==> config.mk <==
export PLATFORM = sky130hd
export DESIGN_NAME = tc_abs_pipe_flat
export DESIGN_NICKNAME = d
export VERILOG_FILES = /design/src/rtl/tc_abs_pipe_if.sv /design/src/rtl/tc_abs_pipe.sv /design/src/flat_wrapper.sv
export SDC_FILE = /design/constraint.sdc
export NUM_CORES = 1
export LEC_CHECK = 0
export ABC_CLOCK_PERIOD_IN_PS = 3500
export CELL_PAD_IN_SITES_DETAIL_PLACEMENT = 0
export CELL_PAD_IN_SITES_GLOBAL_PLACEMENT = 1
export CORE_UTILIZATION = 40
export CTS_BUF_LIST = sky130_fd_sc_hd__clkbuf_8
export CTS_CLUSTER_DIAMETER = 40
export DETAILED_ROUTE_END_ITERATION = 10
export GPL_TIMING_DRIVEN = 0
export PLACE_DENSITY_LB_ADDON = 0.3
export REMOVE_ABC_BUFFERS = 1
export SLEW_MARGIN = 20
export SYNTH_ARGS = -nofsm -noshare
export SYNTH_HDL_FRONTEND = slang
export SYNTH_SLANG_ARGS = --single-unit
==> constraint.sdc <==
create_clock -name clk -period 3.5 [get_ports clk]
set_input_delay 0.35 -clock clk [delete_from_list [all_inputs] [get_ports clk]]
set_output_delay 0.35 -clock clk [all_outputs]
set_load 0.03 [all_outputs]
==> src/rtl/tc_abs_pipe_if.sv <==
// Ready/valid stream bundle for tc_abs_pipe: input beat (a, sat) and result beat (fs_0, ovf).
// The master side is the surrounding datapath; the slave side is the abs unit.
interface tc_abs_pipe_if #(
    parameter int unsigned WIDTH = 16,
    parameter int unsigned LANES = 1
);
    logic                     in_valid;
    logic                     in_ready;
    logic [LANES*WIDTH-1:0]   a;
    logic                     sat;
    logic                     out_valid;
    logic                     out_ready;
    logic [LANES*WIDTH-1:0]   fs_0;
    logic [LANES-1:0]         ovf;

    modport master (
        output in_valid, a, sat, out_ready,
        input  in_ready, out_valid, fs_0, ovf
    );

    modport slave (
        input  in_valid, a, sat, out_ready,
        output in_ready, out_valid, fs_0, ovf
    );
endinterface

==> src/rtl/tc_abs_pipe.sv <==
// Multi-lane two's-complement absolute value behind a LATENCY-deep valid/ready pipeline,
// with per-beat wrap/saturate of MIN and a saturating count of overflowing output beats.
module tc_abs_pipe #(
    parameter int unsigned WIDTH   = 16,
    parameter int unsigned LANES   = 1,
    parameter int unsigned LATENCY = 2,
    parameter int unsigned CW      = 8
) (
    input  logic          clk,
    input  logic          rst,
    input  logic          clr,
    output logic [CW-1:0] ovf_count,
    tc_abs_pipe_if.slave  bus
);
    localparam int unsigned DW = LANES * WIDTH;
    localparam logic [WIDTH-1:0] MIN_VAL = {1'b1, {(WIDTH-1){1'b0}}};
    localparam logic [WIDTH-1:0] MAX_VAL = {1'b0, {(WIDTH-1){1'b1}}};

    logic [DW-1:0]      abs_d;
    logic [LANES-1:0]   ovf_d;
    logic [LATENCY-1:0] rdy;
    logic [LATENCY-1:0] v_vec;
    logic [DW-1:0]      d_all [LATENCY];
    logic [LANES-1:0]   o_all [LATENCY];
    logic [CW-1:0]      cnt_q;
    logic               out_xfer;

    // Per-lane abs; MIN has no positive counterpart so it wraps to itself or clamps to MAX
    for (genvar l = 0; l < LANES; l++) begin : g_lane
        logic [WIDTH-1:0] x;
        assign x        = bus.a[l*WIDTH +: WIDTH];
        assign ovf_d[l] = (x == MIN_VAL);
        assign abs_d[l*WIDTH +: WIDTH] =
            !x[WIDTH-1] ? x :
            ovf_d[l]    ? (bus.sat ? MAX_VAL : MIN_VAL) :
                          WIDTH'(~x + WIDTH'(1));
    end

    // Stage s may load when out_ready is high or any stage from s to the tail is empty
    for (genvar s = 0; s < LATENCY; s++) begin : g_stage
        logic             up_v;
        logic [DW-1:0]    up_d;
        logic [LANES-1:0] up_o;
        logic             v_q;
        logic [DW-1:0]    d_q;
        logic [LANES-1:0] o_q;

        if (s == 0) begin : g_head
            assign up_v = bus.in_valid;
            assign up_d = abs_d;
            assign up_o = ovf_d;
        end else begin : g_body
            assign up_v = v_vec[s-1];
            assign up_d = d_all[s-1];
            assign up_o = o_all[s-1];
        end

        assign rdy[s] = bus.out_ready || !(&v_vec[LATENCY-1:s]);

        always_ff @(posedge clk) begin
            if (rst) begin
                v_q <= 1'b0;
                d_q <= '0;
                o_q <= '0;
            end else if (rdy[s]) begin
                v_q <= up_v;
                if (up_v) begin
                    d_q <= up_d;
                    o_q <= up_o;
                end
            end
        end

        assign v_vec[s] = v_q;
        assign d_all[s] = d_q;
        assign o_all[s] = o_q;
    end

    assign bus.in_ready  = rdy[0];
    assign bus.out_valid = v_vec[LATENCY-1];
    assign bus.fs_0      = d_all[LATENCY-1];
    assign bus.ovf       = o_all[LATENCY-1];

    assign out_xfer = v_vec[LATENCY-1] && bus.out_ready;

    // clr wins over a coincident overflow transfer; the count sticks at all-ones
    always_ff @(posedge clk) begin
        if (rst) begin
            cnt_q <= '0;
        end else if (clr) begin
            cnt_q <= '0;
        end else if (out_xfer && (|o_all[LATENCY-1]) && (cnt_q != {CW{1'b1}})) begin
            cnt_q <= cnt_q + CW'(1);
        end
    end

    assign ovf_count = cnt_q;
endmodule

==> src/flat_wrapper.sv <==
// flat-port wrapper written by rule: the top's interface ports become plain ports
module tc_abs_pipe_flat 
#(
    parameter int unsigned WIDTH   = 16,
    parameter int unsigned LANES   = 1,
    parameter int unsigned LATENCY = 2,
    parameter int unsigned CW      = 8
)
  (clk, rst, clr, ovf_count, bus_in_valid, bus_a, bus_sat, bus_out_ready, bus_in_ready, bus_out_valid, bus_fs_0, bus_ovf);
  tc_abs_pipe_if #(.WIDTH(WIDTH), .LANES(LANES)) bus_i ();
  input  logic clk;
  input  logic rst;
  input  logic clr;
  output logic [CW-1:0] ovf_count;
  input wire logic [$bits(bus_i.in_valid)-1:0] bus_in_valid;
  input wire logic [$bits(bus_i.a)-1:0] bus_a;
  input wire logic [$bits(bus_i.sat)-1:0] bus_sat;
  input wire logic [$bits(bus_i.out_ready)-1:0] bus_out_ready;
  output wire logic [$bits(bus_i.in_ready)-1:0] bus_in_ready;
  output wire logic [$bits(bus_i.out_valid)-1:0] bus_out_valid;
  output wire logic [$bits(bus_i.fs_0)-1:0] bus_fs_0;
  output wire logic [$bits(bus_i.ovf)-1:0] bus_ovf;
  assign bus_i.in_valid = bus_in_valid;
  assign bus_i.a = bus_a;
  assign bus_i.sat = bus_sat;
  assign bus_i.out_ready = bus_out_ready;
  assign bus_in_ready = bus_i.in_ready;
  assign bus_out_valid = bus_i.out_valid;
  assign bus_fs_0 = bus_i.fs_0;
  assign bus_ovf = bus_i.ovf;
  tc_abs_pipe #(.WIDTH(WIDTH), .LANES(LANES), .LATENCY(LATENCY), .CW(CW)) u_core (.clk(clk), .rst(rst), .clr(clr), .ovf_count(ovf_count), .bus(bus_i));
endmodule
==> impl_metrics.yaml, run 1 <==
setup_path:
  cp-end-kind: "register"
  cp_max_fo: 9
  startpoint: "bus_a[0]"
  crit_chain: "clkdlybuf4s50_1 -> inv_1 -> ha_1 -> or3b_2 -> nor4_4 -> a21oi_1 -> o21a_1 -> o31ai_2"
  cp.required_ps: 3710
  max_stage_delay_ps: 520
  reg2reg_from: "u_core.bus.out_valid"
  critPathLaunchType: "primary input"
  path_class: "in -> reg"
  worstPathArrival_ps: 2770
  cp_slowest_cell: "or3b_2"
drt:
  drtAntennaViolNets: 0
  routed_via_density: 5.36
  first_pass_iters: 4
  wl_per_cell_um: 13.2
  vias: 2027
  drt_iter0_drc: 119
  drt_wl_total_um: 4990
  drc: 0
grt:
  antenna_found_initial: 0
  grtUsageTotal_pct: 20.1
  grt_pass1_vias: 1878
  grt.overflow.total: 0
  grt_max_degree: 29
  grt_pass1_wl_um: 8510
logic_synthesis:
  synth_mux_area_share_pct: 0.479
  synth_compound_area_share_pct: 19.2
  synth_top_family_by_area: "simple AND/OR/NAND/NOR gates"
  synth_xor_area_share_pct: 4.61
  synth.distinct_cells: 44
  synth_warnings: 0
  yosysSeqAreaShare_pct: 42.2
  synth-edff-count: 0
  synth_simple_gate_area_share_pct: 29.2
  netlist_instances: 268
  syn_area_per_cell_um2: 7.80
  synth_fa_ha_area_share_pct: 1.20
  ys.flop_type: "dfxtp_1"
  synth_area_um2: 2090
  async_flop_share_pct: 0
  ys_ff_latch: 44
placed_design:
  io_buffers: 48
  postPlaceCellArea_um2: 2610
  place_inst: 370
  dp_hpwl_um: 3510
  gp_congestion: 0.855
clocking:
  clockRootBuffer: "clkbuf_8"
  clkTransAtPathRegs_ps: 90
  cts.path.max_buffers: 2
  cts-htree-levels: 2
  clkLatencyLatePin_ps: 300
  cts.sink_count: 44
  cts_buffers: 5
  postCtsResizedCells: 0
  cts_tree: "built"
  cts.hold.buffers_added: 0
  postCtsSetupRepairBufs: 0
layout:
  final_nets: 334
  design_area_um2: 2700
  utilization_pct: 55.3
  regArea_um2: 881
  drive_above_1_share_pct: 5.79
  layout.cells.non_filler: 378
  multiInputGateArea_um2: 1150
  synthToLayoutAreaGrowth_pct: 29.2
  diodes: 0
  nFillCells: 493
floorplan:
  io-pin-count: 49
  die_area_um2: 5520
  die_h_um: 74.3
  rows: 25
  core_um2: 4880
  start_util_pct: 42.8
  die_w_um: 74.3
timing:
  finalCriticalPeriod_ps: 2560
  worstMarginPinSlew_ps: 828
  finalCritPeriodShare_pct: 73.2
  maxSlewViolCount: 0
  fmax_ghz: 0.390
  slew_headroom_pct: 44.8
  whs_ps: 448
  setup_viol: 0
  fin_tns_setup_ps: 0
  rsz0062_at_grt: "false"
  fin_worst_skew_ps: 9.57
  finalHoldViolCount: 0
worst_hold_path:
  holdCritStartpoint: "u_core.g_stage[0].d_q[7]"
  min_path_type: "reg -> reg"
power:
  ir_drop_v: 0.000211
  p_leak_nw: 0.915
  p_per_area_nw_per_um2: 370
job:
  maxCapViolCount: 0
run_status:
  outcome: "finished, final reports clean"
critical path: cells and delay by family:
kind	cells	cell delay [ps]
AO/OA/AOI/OAI	3	630
adder cells (fa/ha/maj)	1	220
buffers and inverters	2	540
AND/OR/NAND/NOR	2	1020
cell families after synthesis:
kind of cell | Yosys count
adder cells (fa/ha/maj) | 2
buffers and inverters | 18
flip-flops | 44
multiplexers | 1
AO/OA/AOI/OAI | 68
XOR/XNOR | 11
AND/OR/NAND/NOR | 124
state kept, by name (all words and copies together) (netlist names):
register	flops
u_core.bus.out_valid	1
u_core.g_stage.o_q	1
u_core.bus.ovf	1
u_core.g_stage.d_q	16
u_core.ovf_count	8
u_core.g_stage.v_q	1
u_core.bus.fs_0	16
synthesized netlist by cell type, drive strengths merged, types with 6 or more instances:
cell type,n,share of area (%)
nor3,9,2.2
clkbuf,11,2.0
xor2,7,2.9
a21oi,32,7.7
dfxtp,44,42
nor2,18,3.2
nand3,8,1.9
o21ai,17,4.3
a31oi,6,1.8
nand2,59,11
stage by stage:
step | total power, W | setup WS [ps]
after floorplan | 0.000609 | 1380
after global placement | 0.000680 | 592
after detailed placement | 0.000681 | 660
after CTS | 0.00101 | 970
after global routing | 0.00105 | 774
final | 0.000999 | 936
placed cells by master, fill, tap and decap left out, types with 2 or more instances in the layout:
cell	netlist	final
nor4b_1	4	4
nor2_1	18	18
clkbuf_8	0	6
a21oi_1	32	31
a31oi_1	6	6
nor3_1	9	9
xor2_1	7	7
ha_1	2	2
inv_1	4	5
or3_1	2	2
nand4b_1	2	2
nor4_1	2	2
xnor2_1	4	4
o21ai_0	16	16
a41oi_1	2	2
nand2_1	59	59
clkdlybuf4s50_1	0	47
and3_1	3	3
nand3_1	8	8
dfxtp_1	44	44
nand4_1	4	4
o211ai_1	3	3
nand2b_1	2	2
worst paths after layout:
| path | cells past startpoint | slack [ps] | end |
|---|---|---|---|
| max | 8 | 940 | u_core.g_stage[0].d_q[7] |
| min | 2 | 450 | u_core.bus.fs_0[7] |
| max reg2reg | 4 | 1800 | u_core.bus.fs_0[5] |
| min reg2reg | 2 | 450 | u_core.bus.fs_0[7] |
power by group:
part / internal [W] / leakage [nW] / switching (W)
clock: 0.000158 / 0.0486 / 0.000173
combinational: 0.0000577 / 0.508 / 0.0000815
sequential: 0.000520 / 0.359 / 0.00000961
total: 0.000735 / 0.915 / 0.000264
area by class of cell:
cell class / instances / share of cell area, %
Clock inverter: 2 / 0.417
Clock buffer: 6 / 3.06
Tap cell: 67 / 3.10
Timing Repair Buffer: 48 / 17.6
Sequential cell: 44 / 32.6
Multi-Input combinational cell: 206 / 42.5
Inverter: 5 / 0.695
layer usage:
layer  vias to the layer above  track usage [%]  part of all wire [%]
li1                       1031                -                     -
met1                       935             27.2                    47
met2                        56             32.2                    47
met3                         5             3.79                   4.6
met4                         0             7.13                  0.96
met5                         -                0                     0
Power figures use the tool's default switching activity.
==> run 2: changes to the inputs <==
- ABC_CLOCK_PERIOD_IN_PS: 3500 -> 2400
- CORE_UTILIZATION: 40 -> 37
- clock period: 3.5 -> 2.4 ns (I/O delays scaled with it)
==> run 2 against run 1 <==
First-iteration DRC count fell by 34%. Hold slack got worse by 51 ps. Largest cell class unchanged. Combinational power increased by 47%. Via count grew 1.7%. Largest power group unchanged. Flip-flop and latch count unchanged.
==> impl_metrics.yaml, run 2 (synthesis results as in run 1) <==
floorplan:
  start_util_pct: 39.6
  rows: 26
  io-pin-count: 49
  die_w_um: 77.2
  die_h_um: 77.2
  die_area_um2: 5950
  core_um2: 5270
power:
  p_total_w: 0.00142
  ir_drop_v: 0.000305
  p_per_area_nw_per_um2: 523
  p_leak_nw: 0.924
layout:
  drive_above_1_share_pct: 7.35
  diodes: 0
  layout_commonest_cell: "nand2_1"
  final_nets: 337
  synthToLayoutAreaGrowth_pct: 30.4
  most-common-layout-cells: "59 x nand2_1, 47 x clkdlybuf4s50_1, 44 x dfxtp_1"
timing:
  worstMarginPinSlew_ps: 817
  rsz0062_at_grt: "false"
  slew_headroom_pct: 45.6
  fmax_ghz: 0.443
  finalHoldViolCount: 0
  fin_worst_skew_ps: 7.06
  finalCritPeriodShare_pct: 94.1
  setup_viol: 0
  whs_ps: 397
  maxSlewViolCount: 0
  finalCriticalPeriod_ps: 2260
placed_design:
  gp_congestion: 0.882
  io_buffers: 48
  dp_hpwl_um: 3710
run_status:
  outcome: "finished, final reports clean"
grt:
  grt.overflow.total: 0
  antenna_found_initial: 0
  grtUsageTotal_pct: 18.7
  grt_pass1_wl_um: 8840
  grt_pass1_vias: 1889
  grt_max_degree: 29
setup_path:
  cp_max_fo: 5
  crit_chain: "clkdlybuf4s50_1 -> inv_1 -> ha_2 -> or3b_4 -> nor4_4 -> buf_4 -> o21ai_2 -> a2111oi_2 -> nor2_1"
  cpLargestDelayFamily: "simple AND/OR/NAND/NOR gates"
  cp.required_ps: 2580
  path_class: "in -> reg"
  cp_slowest_cell: "clkdlybuf4s50_1"
  regToRegEndpoint: "u_core.g_stage[0].d_q[9]"
  cp-end-kind: "register"
  path_buf_inv: 3
  critPathLaunchType: "primary input"
  reg2reg_from: "u_core.bus.out_valid"
  max_stage_delay_ps: 470
  r2r_slack_ps: 730
  r2r_cells: 5
  worstPathArrival_ps: 2440
drt:
  drt_wl_total_um: 5190
  drtAntennaViolNets: 0
  vias: 2061
  wl_per_cell_um: 13.5
  first_pass_iters: 4
  drt_iter0_drc: 79
  routed_via_density: 5.38
  drc: 0
clocking:
  cts_tree: "built"
  cts.path.max_buffers: 2
  cts.sink_count: 44
  clockRootBuffer: "clkbuf_8"
  clkTransAtPathRegs_ps: 90
  clkLatencyLatePin_ps: 300
  cts-htree-levels: 2
  cts.hold.buffers_added: 0
  cts_buffers: 5
worst_hold_path:
  whs_path_depth: 2
  min_path_type: "in -> reg"
  hold_end: "u_core.bus.out_valid"
  holdCritStartpoint: "rst"
job:
  maxCapViolCount: 0
-- run 2: final cells by class --
class | instances | area, µm²
Fill cell | 557 | 2550
Multi-Input combinational cell | 206 | 1160
Sequential cell | 44 | 881
Clock inverter | 2 | 12.5
Tap cell | 70 | 87.6
Timing Repair Buffer | 51 | 498
Clock buffer | 5 | 68.8
Inverter | 5 | 18.8
-- run 2: routing by layer --
| layer | GRT usage (%) | vias to the layer above | share of wire [%] | wire length [µm] |
|---|---|---|---|---|
| met5 | 0 | - | 0 | 0 |
| met4 | 7.36 | 0 | 1.3 | 65 |
| met3 | 3.81 | 7 | 5.3 | 274 |
| met2 | 28.8 | 68 | 46 | 2410 |
| met1 | 25.3 | 954 | 47 | 2430 |
| li1 | - | 1032 | - | - |
-- run 2: worst max-delay path by stage --
stage / from / to / slack [ps] / cells past startpoint
2_1_floorplan: bus_a[0] / u_core.g_stage[0].d_q[11] / 390 / 7
3_3_place_gp: bus_a[0] / u_core.g_stage[0].d_q[11] / -390 / 8
3_5_place_dp: bus_a[0] / u_core.g_stage[0].d_q[11] / -380 / 8
4_1_cts: bus_a[0] / u_core.g_stage[0].d_q[11] / 10 / 9
5_1_grt: bus_a[9] / u_core.g_stage[0].d_q[3] / 30 / 6
6_report: bus_a[0] / u_core.g_stage[0].d_q[11] / 140 / 9
-- run 2: repair_timing --
action                     CTS  global route
resized for setup            0             3
buffers inserted             3             0
setup endpoints to repair    8             9
pin swaps                    1             0
-- run 2: stage by stage --
step	std cells	cell area, µm²	utilization (%)	TNS [ps]	setup WS (ps)
2_1_floorplan	255	2040	-	0	392
3_3_place_gp	373	2610	49.5	-4090	-392
3_5_place_dp	373	2620	49.6	-3860	-377
4_1_cts	383	2720	51.6	0	10.1
5_1_grt	383	2720	51.7	0	25.1
6_report	383	2720	51.7	0	142
-- run 2: report_power, final --
part / switching [W] / internal, W
Combinational: 0.000119 / 0.0000853
Clock: 0.000250 / 0.000197
Sequential: 0.0000145 / 0.000758
Total: 0.000384 / 0.00104
-- run 2: worst register-to-register path, delay by kind of cell (launching register included) --
family           cells  cell delay [ps]
flip-flops           1              340
AND/OR/NAND/NOR      3              440
AO/OA/AOI/OAI        2              830
